### config.mk
export PLATFORM = sky130hd
export DESIGN_NAME = load_access_ctrl
export DESIGN_NICKNAME = d
export VERILOG_FILES = /design/src/rtl/riscv_load_pkg.sv /design/src/rtl/load_data_align.sv /design/src/rtl/load_access_ctrl.sv
export SDC_FILE = /design/constraint.sdc
export NUM_CORES = 1
export LEC_CHECK = 0
export ABC_AREA = 1
export ABC_CLOCK_PERIOD_IN_PS = 2200
export CAP_MARGIN = 20
export CORE_MARGIN = 10
export CORE_UTILIZATION = 33
export CTS_CLUSTER_DIAMETER = 60
export DETAILED_ROUTE_END_ITERATION = 10
export MAX_ROUTING_LAYER = met4
export PLACE_DENSITY = 0.59
export SYNTH_ARGS = -nofsm -noshare
export SYNTH_HDL_FRONTEND = slang
export SYNTH_SLANG_ARGS = --single-unit
### constraint.sdc
create_clock -name clk -period 2.2 [get_ports clk]
set_clock_uncertainty 0.15 [all_clocks]
set_input_delay 0.66 -clock clk [delete_from_list [all_inputs] [get_ports clk]]
set_output_delay 0.66 -clock clk [all_outputs]
set_load 0.01 [all_outputs]
### src/rtl/riscv_load_pkg.sv
// rtl/riscv_load_pkg.sv - shared types and helpers for the load access controller
package riscv_load_pkg;

  // funct3 encodings of the integer loads
  typedef enum logic [2:0] {
    LB  = 3'd0,
    LH  = 3'd1,
    LW  = 3'd2,
    LBU = 3'd4,
    LHU = 3'd5
  } load_ctrl_e;

  typedef enum logic [2:0] {
    IDLE  = 3'd0,
    REQ   = 3'd1,
    WAIT  = 3'd2,
    DRAIN = 3'd3,
    WB    = 3'd4,
    EXC   = 3'd5
  } state_e;

  // Halfwords need ea[0]==0, words need ea[1:0]==0; bytes never misalign.
  function automatic logic is_misaligned(input logic [2:0] ctrl, input logic [1:0] ea_lo);
    logic mis;
    mis = 1'b0;
    case (ctrl)
      LH, LHU: mis = ea_lo[0];
      LW:      mis = |ea_lo;
      default: mis = 1'b0;
    endcase
    return mis;
  endfunction

endpackage

### src/rtl/load_data_align.sv
// rtl/load_data_align.sv - lane select and sign/zero extension of a loaded word
module load_data_align
  import riscv_load_pkg::*;
(
  input  logic [31:0] mem_rdata,
  input  logic [1:0]  ea_lo,
  input  logic [2:0]  load_control,
  output logic [31:0] wb_data
);

  logic [7:0]  byte_sel;
  logic [15:0] half_sel;

  // Pick the addressed lane, then extend according to the load type; reserved codes act as LB.
  always_comb begin
    byte_sel = mem_rdata[7:0];
    case (ea_lo)
      2'd1:    byte_sel = mem_rdata[15:8];
      2'd2:    byte_sel = mem_rdata[23:16];
      2'd3:    byte_sel = mem_rdata[31:24];
      default: byte_sel = mem_rdata[7:0];
    endcase
    half_sel = ea_lo[1] ? mem_rdata[31:16] : mem_rdata[15:0];
    case (load_control)
      LH:      wb_data = {{16{half_sel[15]}}, half_sel};
      LW:      wb_data = mem_rdata;
      LBU:     wb_data = {24'd0, byte_sel};
      LHU:     wb_data = {16'd0, half_sel};
      default: wb_data = {{24{byte_sel[7]}}, byte_sel};
    endcase
  end

endmodule

### src/rtl/load_access_ctrl.sv
// rtl/load_access_ctrl.sv - single-outstanding load sequencer, optional trap via LOAD_MISALIGN_TRAP_EN
module load_access_ctrl
  import riscv_load_pkg::*;
#(
  parameter int XLEN             = 32,
  parameter bit ZERO_RD_SUPPRESS = 1'b1
) (
  input  logic            clk,
  input  logic            rst_n,
  input  logic            ld_valid,
  output logic            ld_ready,
  input  logic [XLEN-1:0] rs1_val,
  input  logic [11:0]     imm,
  input  logic [4:0]      rd,
  input  logic [2:0]      load_control,
  input  logic            flush,
  output logic            mem_req,
  output logic [XLEN-1:0] mem_addr,
  input  logic            mem_gnt,
  input  logic            mem_rvalid,
  input  logic [XLEN-1:0] mem_rdata,
  output logic            wb_valid,
  output logic [4:0]      wb_rd,
  output logic [XLEN-1:0] wb_data,
  output logic            busy,
  output logic            misalign_exc,
  output logic [XLEN-1:0] exc_addr
);

  state_e          state_q, state_d;
  logic [XLEN-1:0] ea_q, ea_d;
  logic [4:0]      rd_q, rd_d;
  logic [2:0]      ctrl_q, ctrl_d;
  logic [XLEN-1:0] wb_data_q, wb_data_d;
  logic [XLEN-1:0] accept_ea;
  logic [XLEN-1:0] align_data;

  assign accept_ea = rs1_val + {{(XLEN-12){imm[11]}}, imm};

  load_data_align u_align (
    .mem_rdata    (mem_rdata),
    .ea_lo        (ea_q[1:0]),
    .load_control (ctrl_q),
    .wb_data      (align_data)
  );

  // State and captured load fields; reset returns to IDLE with everything cleared.
  always_ff @(posedge clk or negedge rst_n) begin
    if (!rst_n) begin
      state_q   <= IDLE;
      ea_q      <= '0;
      rd_q      <= '0;
      ctrl_q    <= '0;
      wb_data_q <= '0;
    end else begin
      state_q   <= state_d;
      ea_q      <= ea_d;
      rd_q      <= rd_d;
      ctrl_q    <= ctrl_d;
      wb_data_q <= wb_data_d;
    end
  end

  // Capture the decoded load at accept and the extended data on the response.
  always_comb begin
    ea_d      = ea_q;
    rd_d      = rd_q;
    ctrl_d    = ctrl_q;
    wb_data_d = wb_data_q;
    if (state_q == IDLE && ld_valid) begin
      ea_d   = accept_ea;
      rd_d   = rd;
      ctrl_d = load_control;
    end
    if (state_q == WAIT && mem_rvalid) begin
      wb_data_d = align_data;
    end
  end

  // Next state; a flush after the grant must still swallow the outstanding response.
  always_comb begin
    state_d = state_q;
    case (state_q)
      IDLE: begin
        if (ld_valid) begin
`ifdef LOAD_MISALIGN_TRAP_EN
          state_d = is_misaligned(load_control, accept_ea[1:0]) ? EXC : REQ;
`else
          state_d = REQ;
`endif
        end
      end
      REQ: begin
        if (mem_gnt)    state_d = flush ? DRAIN : WAIT;
        else if (flush) state_d = IDLE;
      end
      WAIT: begin
        if (mem_rvalid) state_d = flush ? IDLE : WB;
        else if (flush) state_d = DRAIN;
      end
      DRAIN: begin
        if (mem_rvalid) state_d = IDLE;
      end
      WB:      state_d = IDLE;
      EXC:     state_d = IDLE;
      default: state_d = IDLE;
    endcase
  end

  // Outputs decoded from state; data buses are zero outside the state that owns them.
  always_comb begin
    ld_ready = (state_q == IDLE);
    busy     = (state_q != IDLE);
    mem_req  = (state_q == REQ);
    mem_addr = (state_q == REQ) ? {ea_q[XLEN-1:2], 2'b00} : '0;
    wb_valid = (state_q == WB) && !(ZERO_RD_SUPPRESS && (rd_q == 5'd0));
    wb_rd    = (state_q == WB) ? rd_q : 5'd0;
    wb_data  = (state_q == WB) ? wb_data_q : '0;
`ifdef LOAD_MISALIGN_TRAP_EN
    misalign_exc = (state_q == EXC);
    exc_addr     = (state_q == EXC) ? ea_q : '0;
`else
    misalign_exc = 1'b0;
    exc_addr     = '0;
`endif
  end

endmodule
Yosys cells after proc, flatten, opt, wreduce, memory -nomap -nowiden:

Cells that the tools add are included.

* $add $sub $neg: 1
* eq/ne operators: 15
* mux-type cells: 15
* reductions and logical operators: 8

Operator list (number)
* case mux 32 bit (4 select lines): 1
* 2-to-1 mux 32 bit: 2
* adder 32 bit: 1
* case mux 8 bit (3 select lines): 1
* 2-to-1 mux 3 bit: 7
* 2-to-1 mux 16 bit: 1
* case mux 3 bit (4 select lines): 1
* == test 3 x 2 -> 1 bit (second input constant): 3
* == test 3 bit (second input constant): 3
* == test 3 x 1 -> 1 bit (second input constant): 2
* logical NOT 5 bit: 1
* 2-to-1 mux 5 bit: 1
* == test 2 bit (second input constant): 2
* inequality test 2 bit (second input constant): 2
* AND reduction 4 bit: 1
* logical AND 1 bit: 3
* logical NOT 3 bit: 1
* inequality test 3 x 2 -> 1 bit (second input constant): 1
* inequality test 3 bit (second input constant): 1
* nonzero test 3 bit: 1
* == test 2 x 1 -> 1 bit (second input constant): 1
* logical NOT 1 bit: 1
* 2-to-1 mux 1 bit: 1

* register bits after elaboration: 75
* input port bits: 90
* output and inout port bits: 106
* word-level logic and storage cells: 44

Logic depth before layout (Yosys ltp):

* depth in word-level cells: 3
* mapped depth: 12
* mapped depth without buffers: 12

Hierarchy:

From an unflattened synthesis, not the netlist that was laid out.

* cell total of the unflattened synthesis: 1200
* area total of the unflattened synthesis: 7070.5 sq um

Modules (own cells, without submodules)
* load_access_ctrl: times used 1, cells an instance 955, area an instance 6062.1 sq um, sequential area each 1876.8 sq um
* load_data_align: times used 1, cells an instance 245, area an instance 1008.5 sq um, sequential area each 0.0 sq um

Worst setup path before layout:

No wires, ideal clock.

* kind: input to register
* start point: input port rs1_val[0]
* end point: register ea_q[20]
* setup time: 0.126 ns
* arrival time: 2.010 ns
* required time: 1.924 ns
* slack: -0.086 ns
* stages: 10
* buffers on the path: 0
* cells stage by stage: ha_1 > fa_1 > nand3_1 > nand3_1 > nand3_1 > nand3_1 > nand2_1 > nand3_1 > nand3_1 > o21ai_0

* cells in the longest elaborated chain, start to end: 1

Ends and longest elaborated chain
* start, declared: line load_access_ctrl.sv:12 `input logic [XLEN-1:0] rs1_val,`
* adder 32 bit: line load_access_ctrl.sv:38 `assign accept_ea = rs1_val + {{(XLEN-12){imm[11]}}, imm};`
* end signal, assigned: line load_access_ctrl.sv:51 `ea_q <= '0;`
* end signal, assigned: line load_access_ctrl.sv:57 `ea_q <= ea_d;`
* end, declared: line load_access_ctrl.sv:31 `logic [XLEN-1:0] ea_q, ea_d;`

No other way between the ends.
A chain may end at the register's enable or synchronous reset.

Final worst setup path:

* start point: register state_q[0]
* end point: output port mem_addr[22]

* cells in the longest elaborated chain, start to end: 2

Ends and longest elaborated chain
* start, declared: line load_access_ctrl.sv:30 `state_e state_q, state_d;`
* start signal, assigned: line load_access_ctrl.sv:56 `state_q <= state_d;`
* == test 3 x 1 -> 1 bit: line load_access_ctrl.sv:115 `mem_addr = (state_q == REQ) ? {ea_q[XLEN-1:2], 2'b00} : '0;`
* 2-to-1 mux 32 bit: line load_access_ctrl.sv:115
* end, declared: line load_access_ctrl.sv:18 `output logic [XLEN-1:0] mem_addr,`

No other way between the ends.

==> out/metrics.csv <==
metric;value;unit
die_area;0.0259;mm2
cts_tree;built;
violations;setup timing;
start_util;0.336;
drc_errors;0;
wl_per_cell;15.4;um
r2r_cells;7;
cp_cell_sequence;buf_6, nand3_4, clkbuf_16, nor2_2, buf_2;
combPwrFrac;0.560;
syn_to_final_growth;61.8;%
p_leak;5.76;nW
vias;7288;
rsz0062_at_grt;true;
switching_power;3.96;mW
die_x;161;um
ys_warn_count;0;
crit_path_end_kind;output pin;
min_period;2310;ps
core-area;0.0195;mm2
grt_pass1_wl;37100;um
r2r_slack;220;ps
hold_viol_final;0;
wl;24400;um
dr.pass1.iters;5;
synthFlopType;dfrtp_1;
clkPwrFrac;0.192;
h-tree-depth;3;
worstReg2RegStart;state_q[2];
ys_types;39;
hold_class;in2async;
drive_gt1_frac;0.321;
cts_root_buf;clkbuf_16;
status;complete, but fails checks;
timing.rr.end;wb_data_q[6];
hold-worst-slack;97.7;ps
rows;51;
cts_sinks;75;
drv_slew;0;
fin_crit_sh;1.05;
grtUsageTotal;0.181;
clk_pin_slew_worst_paths;60;ps
grt_pass1_vias;7048;
clock_path_buffers;2;
die_h;161;um
clkLatencyLatePin;350;ps
critical_path.slowest_cell;dfrtp_1;
via_per_inst;4.61;
vdd_ir_drop_max;0.355;mV
cts_made_buffers;9;
p_sw_frac;0.421;
drtAntennaViolNets;0;
ys_ff_latch;75;
grt_overflow;0;
max_freq;433;MHz
synth-edff-count;0;
worst_ep_arrival_time;1500;ps
synth_area_per_cell;6.22;um2
grt_start_max_net_pins;46;
gp_congestion;0.916;
final_net_count;1432;
portBuffers;160;
cap_violations;0;
path_max_fanout;6;
antenna_found_initial;1;
powerDensity;885;mW/mm2
postCtsHoldBufs;0;
syn_inst;1056;
power;9.40;mW
critical_path_class;reg2out;
p_int;5.44;mW
cp-start-kind;flop;
cp.required;1390;ps
hpwl;18200;um
ios;196;
slowest_delay;380;ps
seq_power_share;0.248;
finalWorstSetupSlack;-108;ps
setup_viol;64;
async_flop_share;1.00;
drtIter0Drc;368;
synth_seq_area_share;0.286;
synth_area;0.00657;mm2
-- logic make-up (layout without fill, tap and decap cells) --
| logic type | Yosys count | after routing | synth area share |
|---|---|---|---|
| simple gates | 528 | 528 | 0.329 |
| fa+ha+maj | 32 | 32 | 0.0621 |
| flops | 75 | 75 | 0.286 |
| compound gates | 128 | 128 | 0.121 |
| buf+inv | 280 | 505 | 0.186 |
| xor+xnor | 12 | 12 | 0.0160 |
| other cells | 1 | 36 | 0.000571 |
-- metal layers --
layer,routed length (um),GRT usage
met4,282,0.0443
met1,11000,0.229
met3,1090,0.0302
met5,0,-
met2,12000,0.295
-- sequential cells by signal (all words and copies together) (netlist names) --
name / count
ctrl_q: 3
ea_q: 32
rd_q: 5
state_q: 3
wb_data_q: 32
-- cell usage after synthesis, types with 3 or more instances --
cell      instances  area (um2)
nor2_1          138         518
nand2_1         309        1160
nand4_1           3        18.8
dfrtp_1          75        1880
o21ai_0          35         175
a22oi_2          10         125
a22oi_1           7        52.6
buf_2            10        50.1
inv_1           212         796
ha_1             31         388
o21ai_1           5        25.0
buf_4            36         270
a21oi_1          46         230
nor3_1            8        40.0
o21bai_1          3        22.5
nand3_1          52         260
nand3b_1          8        60.1
o22ai_1          10        62.6
inv_2             5        18.8
xnor2_1          12         105
clkbuf_1         13        48.8
a32oi_1           6        52.6
-- how the worst max path moves through the flow --
| stage | endpoint | slack, ps | cells after the start | startpoint |
|---|---|---|---|---|
| 2_1_floorplan | ea_q[20] | 10 | 10 | rs1_val[0] |
| 3_3_place_gp | ea_q[23] | -870 | 13 | imm[11] |
| 3_5_place_dp | ea_q[23] | -880 | 13 | imm[11] |
| 4_1_cts | wb_data[6] | -100 | 6 | state_q[0] |
| 5_1_grt | mem_addr[26] | -190 | 5 | state_q[0] |
| 6_report | mem_addr[22] | -110 | 5 | state_q[0] |
-- final cells by class --
cell class	count	area, um2
Fill cell	1881	8910
Multi-Input combinational cell	735	4710
Timing Repair Buffer	270	2500
Sequential cell	75	1880
Inverter	219	830
Tap cell	265	332
Clock buffer	12	267
Clock inverter	4	95.1
Antenna cell	1	2.50
-- cell usage in the layout (no fill, tap or decap), drive strengths merged, types with 8 or more instances in the layout --
cell type / n
clkbuf: 15
ha: 31
conb: 35
buf: 180
xnor2: 12
o22ai: 10
a21oi: 46
nor3: 8
dlymetal6s2s: 26
inv: 219
nand2: 311
o21ai: 41
nor2: 141
clkdlybuf4s50: 49
dfrtp: 75
nand3b: 8
dlygate4sd2: 11
a22oi: 17
nand3: 53
-- worst max-delay path: cells and delay by family (launching register included) --
family	cells	cell delay (ps)
DFF	1	380
buffers and inverters	3	490
and+or+nand+nor	2	260
-- timing repair --
action | in CTS | in global routing
endpoints found under the hold margin | 0 | 0
setup endpoints to repair | 95 | 99
gates cloned | 2 | 4
setup buffers | 7 | 21
pin swaps | 24 | 48
resized for setup | 419 | 211
-- power by group through the flow --
stage / registers [mW] / clock network, mW / logic (mW)
2_1_floorplan: 2.23 / 0 / 2.71
3_3_place_gp: 2.33 / 0 / 4.40
3_5_place_dp: 2.34 / 0 / 4.42
4_1_cts: 2.33 / 1.85 / 4.44
5_1_grt: 2.40 / 1.92 / 5.78
6_report: 2.34 / 1.80 / 5.26
-- through the flow --
stage / utilization / worst slack (ps) / instances / area [um2] / TNS [ps]
6_report: 0.544 / -108 / 1581 / 10600 / -4480
4_1_cts: 0.491 / -103 / 1557 / 9580 / -2670
5_1_grt: 0.544 / -194 / 1581 / 10600 / -10430
3_5_place_dp: 0.457 / -879 / 1532 / 8920 / -27190
3_3_place_gp: 0.457 / -873 / 1532 / 8920 / -26700
2_1_floorplan: - / 12.7 / 1090 / 6700 / 0
Note: power is estimated with default switching activity, not from simulation.
